File: src/rtl/fifo_uart_tx.sv
// Serial transmitter draining a byte FIFO: pops one byte per frame and sends start, DATA_W bits LSB-first, stop.
// Define FIFO_UART_TX_PARITY_EN to insert an even-parity bit between the data bits and the stop bit.
module fifo_uart_tx #(
  parameter int CLKS_PER_BIT = 16,
  parameter int DATA_W       = 8
) (
  input  logic              clk,
  input  logic              rst_n,
  input  logic              tx_enable,
  input  logic              fifo_empty,
  output logic              fifo_rd_en,
  input  logic [DATA_W-1:0] fifo_data,
  output logic              tx,
  output logic              busy,
  output logic              frame_done,
  output logic [2:0]        dbg_state
);

  localparam int BAUD_W = (CLKS_PER_BIT > 1) ? $clog2(CLKS_PER_BIT) : 1;
  localparam int BIT_W  = $clog2(DATA_W + 1);
  localparam logic [BAUD_W-1:0] BAUD_LAST = BAUD_W'(CLKS_PER_BIT - 1);
  localparam logic [BAUD_W-1:0] BAUD_ONE  = BAUD_W'(1);
  localparam logic [BIT_W-1:0]  BIT_LAST  = BIT_W'(DATA_W - 1);
  localparam logic [BIT_W-1:0]  BIT_ONE   = BIT_W'(1);

  typedef enum logic [2:0] {
    S_IDLE   = 3'd0,
    S_REQ    = 3'd1,
    S_LOAD   = 3'd2,
    S_START  = 3'd3,
    S_DATA   = 3'd4,
`ifdef FIFO_UART_TX_PARITY_EN
    S_PARITY = 3'd5,
`endif
    S_STOP   = 3'd6
  } state_e;

  state_e              state_q, state_d;
  logic [BAUD_W-1:0]   baud_q, baud_d;
  logic [BIT_W-1:0]    bit_q, bit_d;
  logic [DATA_W-1:0]   shift_q, shift_d;
  logic                rd_en_q;
  logic                baud_end;
`ifdef FIFO_UART_TX_PARITY_EN
  logic                parity_q, parity_d;
`endif

  assign baud_end = (baud_q == BAUD_LAST);

  always_comb begin
    state_d    = state_q;
    baud_d     = baud_q;
    bit_d      = bit_q;
    shift_d    = shift_q;
    tx         = 1'b1;
    frame_done = 1'b0;
`ifdef FIFO_UART_TX_PARITY_EN
    parity_d   = parity_q;
`endif
    case (state_q)
      S_IDLE: begin
        if (tx_enable && !fifo_empty) state_d = S_REQ;
      end
      S_REQ: begin
        state_d = S_LOAD;
      end
      S_LOAD: begin
        shift_d = fifo_data;
        baud_d  = '0;
        bit_d   = '0;
`ifdef FIFO_UART_TX_PARITY_EN
        parity_d = ^fifo_data;
`endif
        state_d = S_START;
      end
      S_START: begin
        tx     = 1'b0;
        baud_d = baud_end ? '0 : baud_q + BAUD_ONE;
        if (baud_end) state_d = S_DATA;
      end
      S_DATA: begin
        tx     = shift_q[0];
        baud_d = baud_end ? '0 : baud_q + BAUD_ONE;
        if (baud_end) begin
          shift_d = shift_q >> 1;
          bit_d   = bit_q + BIT_ONE;
          if (bit_q == BIT_LAST) begin
`ifdef FIFO_UART_TX_PARITY_EN
            state_d = S_PARITY;
`else
            state_d = S_STOP;
`endif
          end
        end
      end
`ifdef FIFO_UART_TX_PARITY_EN
      S_PARITY: begin
        tx     = parity_q;
        baud_d = baud_end ? '0 : baud_q + BAUD_ONE;
        if (baud_end) state_d = S_STOP;
      end
`endif
      S_STOP: begin
        baud_d = baud_end ? '0 : baud_q + BAUD_ONE;
        if (baud_end) begin
          frame_done = 1'b1;
          // Second sampling point of tx_enable: chain straight into the next pop.
          state_d = (tx_enable && !fifo_empty) ? S_REQ : S_IDLE;
        end
      end
      default: begin
        state_d = S_IDLE;
      end
    endcase
  end

  always_ff @(posedge clk or negedge rst_n) begin
    if (!rst_n) begin
      state_q  <= S_IDLE;
      baud_q   <= '0;
      bit_q    <= '0;
      shift_q  <= '0;
      rd_en_q  <= 1'b0;
`ifdef FIFO_UART_TX_PARITY_EN
      parity_q <= 1'b0;
`endif
    end else begin
      state_q  <= state_d;
      baud_q   <= baud_d;
      bit_q    <= bit_d;
      shift_q  <= shift_d;
      // The strobe is a flop that is high exactly for the REQ cycle.
      rd_en_q  <= (state_d == S_REQ);
`ifdef FIFO_UART_TX_PARITY_EN
      parity_q <= parity_d;
`endif
    end
  end

  assign fifo_rd_en = rd_en_q;
  assign busy       = (state_q != S_IDLE);
  assign dbg_state  = state_q;

endmodule

File: config.mk
export PLATFORM = sky130hd
export DESIGN_NAME = fifo_uart_tx
export DESIGN_NICKNAME = d
export VERILOG_FILES = /design/src/rtl/fifo_uart_tx.sv
export SDC_FILE = /design/constraint.sdc
export NUM_CORES = 1
export LEC_CHECK = 0
export ABC_CLOCK_PERIOD_IN_PS = 2670
export CAP_MARGIN = 20
export CORE_MARGIN = 4
export CORE_UTILIZATION = 30
export DETAILED_ROUTE_END_ITERATION = 12
export PLACE_DENSITY = 0.5
export SETUP_SLACK_MARGIN = 0.2
export SLEW_MARGIN = 30
export SYNTH_ARGS = -nofsm -noshare
export SYNTH_HDL_FRONTEND = slang
export SYNTH_SLANG_ARGS = --single-unit
export TNS_END_PERCENT = 100
File: constraint.sdc
create_clock -name clk -period 2.67 [get_ports clk]
set_input_delay 0.534 -clock clk [delete_from_list [all_inputs] [get_ports clk]]
set_output_delay 0.534 -clock clk [all_outputs]
set_load 0.02 [all_outputs]
After elaboration in Yosys (flattened, before gate mapping)
Cells that the tools add are included.
{ "word_totals": {"wordCells": 40, "ff_bits": 20, "output_inout_bits": 7, "in_bits": 12} }
{ "op_classes": {"n_reduce_logical": 8, "mux": 16, "n_eq_ne": 9, "addsub": 2} }
{ "ops": {"columns": ["op", "count"], "rows": [
  ["3-bit case mux with 6 select lines", 1],
  ["4-bit case mux with 2 select lines", 2],
  ["8-bit case mux with 2 select lines", 1],
  ["3-bit two-way mux", 5],
  ["4-bit by 1-bit adder with 4-bit output, second input constant", 2],
  ["4-bit two-way mux", 2],
  ["8-bit two-way mux", 1],
  ["3-bit by 1-bit equality test with 1-bit output, second input constant", 2],
  ["3-bit by 2-bit equality test with 1-bit output, second input constant", 2],
  ["3-bit equality test, second input constant", 2],
  ["4-bit by 3-bit equality test with 1-bit output, second input constant", 1],
  ["4-bit equality test, second input constant", 1],
  ["2-bit nonzero test", 2],
  ["3-bit zero test", 1],
  ["1-bit two-way mux", 3],
  ["3-bit nonzero test", 1],
  ["3-bit OR reduction", 1],
  ["2-bit != test, second input constant", 1],
  ["1-bit case mux with 2 select lines", 1],
  ["2-bit AND reduction", 1],
  ["1-bit logical AND", 1],
  ["1-bit zero test", 1]
]} }

Depth between registers and ports, before layout
{ "logic_depth": {"ltp_word": 6, "ltp_mapped": 5, "depth_no_buf": 4} }

Worst setup path before layout
No wires, ideal clock.
{ "synth_timing": {"path_kind": "register to register", "start": "reg state_q[2], in the netlist dbg_state[2]", "end": "reg shift_q[0]", "period_less_slack_ns": 1.839, "arrival_ns": 1.714, "setup_slack_ns": 0.831, "required_ns": 2.545, "setup_time_ns": 0.125, "path_stages_with_launch": 6, "n_path_buf": 2, "path_cell_list": "dfrtp_1 -> buf_4 -> nor3b_1 -> clkbuf_1 -> mux2_2 -> mux2_2"} }
{ "synth_between": {"elab_chain_cells": 3, "elab_cells_between_ends": 6, "cone_classes": "eq/ne: 3; mux: 1; reduce/logical: 2"} }
{ "synth_rtl": {"columns": ["element", "line_no", "source"], "rows": [
  ["start, declared", "38", "state_e state_q, state_d;"],
  ["start signal, assigned", "128", "state_q <= state_d;"],
  ["3-bit equality test or 3-bit by 2-bit equality test with 1-bit output (tied branches)", "60", "case (state_q)"],
  ["2-bit != test (no source line) or 2-bit nonzero test (tied branches)", null, null],
  ["2-bit AND reduction (no source line)", null, null],
  ["end signal, assigned", "131", "shift_q <= shift_d;"],
  ["end, declared", "41", "logic [DATA_W-1:0] shift_q, shift_d;"]
]} }
Parallel ways exist; a longest one is shown, timed or not.
A chain may end at the register's enable or synchronous reset.

Final worst setup path
{ "layout_timing": {"start": "reg state_q[1], in the netlist dbg_state[1]", "end": "out tx"} }
{ "layout_between": {"elab_chain_cells": 2, "elab_cells_between_ends": 3, "cone_classes": "eq/ne: 2; mux: 1"} }
{ "layout_rtl": {"columns": ["element", "line_no", "source"], "rows": [
  ["3-bit equality test or 3-bit by 2-bit equality test with 1-bit output (tied branches)", "60", null],
  ["1-bit case mux with 2 select lines *", "60", null],
  ["end, declared", "13", "output logic tx,"]
]} }
Every way passes the cells marked *; elsewhere a longest branch is shown, timed or not.

==> run summary <==
Placed insts: 176
Vias: 903
P_leak: 0.619 nW
Commonest cells after routing, fill and taps aside: 18 x clkdlybuf4s50_1, 17 x dfrtp_1, 14 x mux2_2
Number of global-route vias before repair: 939
Peak supply drop: 0.335 mV
Worst hold slack: 507 ps
Worst clock skew: 1.42 ps
Initial drt markers: 87
Area taken by flip-flops and latches: 504 um^2
Core area: 0.00366 mm^2
Slew headroom: 78.7%
Setup CP Type: reg -> out
Most common cell after layout, fill and taps aside: clkdlybuf4s50_1
Layout area overhead: 29.4%
Finished Core Util: 40.1%
Final cell count without fillers: 180
Antenna-violating nets left: 0
Largest net degree at the start of global routing: 21
Clock Root Buffer: clkbuf_8
Register area share after synthesis: 44.2%
Initial Utilization: 31.0%
Final Instance Area: 0.00147 mm^2
Synth Register Bits: 20
Worst-Margin Slew: 318 ps
Max-cap viol count: 0
PwrDens: 444 mW/mm^2
Hpwl dp: 1740 um
First-pass GRT wire length: 4260 um
Initial DRT Pass Iterations: 4
Mean Syn Cell Area: 10.0 um^2
Crit share post-route: 89.9%
Syn_nets: 127
TritonCTS clock tree: yes
Avg WL per Cell: 13.5 um
Nets: 147
Clk sinks: 20
Area leader, netlist: dfrtp_1
Via density: 5.02
CTS Buffer Depth: 2
Synth cell types: 39
RSZ-0062 raised after global routing: true
Area occupied by multi-input gates: 591 um^2
Final hold vios: 0
Post-Syn Instances: 113
Die footprint: 0.00483 mm^2
Post-route DRC: 0
Synth top area cells: dfrtp_1 44%, mux2_2 14%, nand3_1 4.0%, nor2_1 2.6%, ha_1 2.2%
Synthesized area: 0.00113 mm^2
Site Rows: 22
Final Critical Period: 2400 ps
Slew Limit Fails: 0
GPL Wtd Cong: 0.782
Overall Global Routing Usage: 10.9%
Crit path DAT: 1870 ps
Worst skew pair latency: 260 ps
Clock transition at path regs: 80 ps
F_max: 0.417 GHz
IO Pins: 19
Crit start category: register
CTS Buf Count: 3
Fillers: 377
Ys Warns: 0
Max Fanout on Critical Path: 14
DIE HEIGHT: 69.5 um
GRT overflow: 0
H-Tree Depth: 1
Area share of the largest cell type after synthesis: 44.2%
Number of antenna violations at the first check in global routing: 0
Critical Path RT: 2140 ps
Share of cells above drive strength 1: 22.7%
Chip Width: 69.5 um
Setup TNS: 0 ps
Setup Viol. Count Final: 0
Dpl cell area: 0.00138 mm^2
Hold/Removal Path Class: reg -> reg
Crit path capture type: output port
Post-CTS Hold Buffers: 0
Total wire length: 2430 um
Number of port buffers: 18
Status: finished clean
Diode count: 0
[sequential cells by signal, summed over array words and instances (netlist names)]
| signal | cells |
|---|---|
| bit_q | 4 |
| shift_q | 8 |
| fifo_rd_en | 1 |
| baud_q | 4 |
| dbg_state | 3 |
[cells in the mapped netlist]
| master | instances |
|---|---|
| or4_1 | 1 |
| nand3b_1 | 1 |
| mux2i_1 | 2 |
| nand2b_1 | 2 |
| nor2b_1 | 2 |
| a21oi_1 | 3 |
| a22oi_1 | 2 |
| or3b_1 | 1 |
| o221ai_1 | 2 |
| o211ai_1 | 1 |
| clkbuf_1 | 6 |
| and3_1 | 1 |
| nand4_1 | 1 |
| or3b_2 | 1 |
| and2_1 | 1 |
| buf_4 | 1 |
| a211o_1 | 1 |
| a31oi_1 | 2 |
| nor3b_1 | 1 |
| nor2_1 | 8 |
| ha_1 | 2 |
| dfrtp_1 | 20 |
| buf_2 | 1 |
| inv_1 | 6 |
| nand3_1 | 9 |
| and3b_1 | 1 |
| a21boi_1 | 1 |
| o32ai_1 | 1 |
| o21ai_4 | 1 |
| o21ai_0 | 5 |
| nor4_1 | 1 |
| o31ai_1 | 1 |
| nand2_1 | 5 |
| a22o_1 | 1 |
| o2bb2ai_1 | 1 |
| and4_1 | 1 |
| o22ai_1 | 1 |
| or3_1 | 1 |
| mux2_2 | 14 |
[kinds of logic (layout without fill, tap and decap cells)]
group | count (synthesis) | after routing | share of synthesized area, %
AND/OR/NAND/NOR | 38 | 38 | 18.3
AO/OA/AOI/OAI | 23 | 23 | 14.6
flip-flops | 20 | 20 | 44.2
multiplexers | 16 | 16 | 15.7
buffers and inverters | 14 | 33 | 5.08
adder cells (fa/ha/maj) | 2 | 2 | 2.21
[per-layer routing]
| metal | wire (um) | vias to the layer above | GRT usage [%] |
|---|---|---|---|
| met1 | 1040 | 439 | 12.9 |
| met5 | 0 | - | 0 |
| met2 | 1250 | 18 | 18.3 |
| met4 | 17 | 0 | 2.60 |
| met3 | 126 | 2 | 4.35 |
| li1 | - | 444 | - |
[critical path: stages (launching register included)]
cell             delay [ps]
dfrtp_2                 490
or3b_4                  440
nor2_1                  100
nor2_1                   50
clkdlybuf4s50_1         530
[through the flow]
stage	worst slack [ps]	power, W
floorplan	831	0.000326
global placement	444	0.000352
detailed placement	437	0.000353
CTS	208	0.000660
global route	171	0.000684
finish	270	0.000651
[report_power, final]
part | internal, W | switching, W | leakage (nW) | total (W)
logic | 0.0000232 | 0.0000123 | 0.351 | 0.0000355
clock network | 0.000200 | 0.000105 | 0.0357 | 0.000306
registers | 0.000308 | 0.00000242 | 0.233 | 0.000310
[final timing paths]
check | cells past startpoint | to | from | slack (ps)
min in group asynchronous | 2 | baud_q[3] | rst_n | 610
max in group asynchronous | 2 | dbg_state[1] | rst_n | 1830
worst min register to register | 1 | shift_q[2] | shift_q[2] | 510
worst max register to register | 4 | shift_q[4] | dbg_state[2] | 800
worst min-delay path | 1 | shift_q[2] | shift_q[2] | 510
worst max-delay path | 4 | tx | dbg_state[1] | 270
[area by class of cell]
cell class	count	share of cell area (%)
well taps	48	4.10
repair buffers	23	14.8
flip-flops and latches	20	34.4
clock buffers	3	2.82
inverters	6	1.54
clock inverters	1	2.05
multi-input cells	79	40.3
[timing repair]
action / in CTS / in global routing
resized for setup: 2 / 4
endpoints found under the setup margin: 2 / 2
cloned: 0 / 0
setup buffers: 0 / 0
No activity file was read; power rests on OpenSTA's default activity.
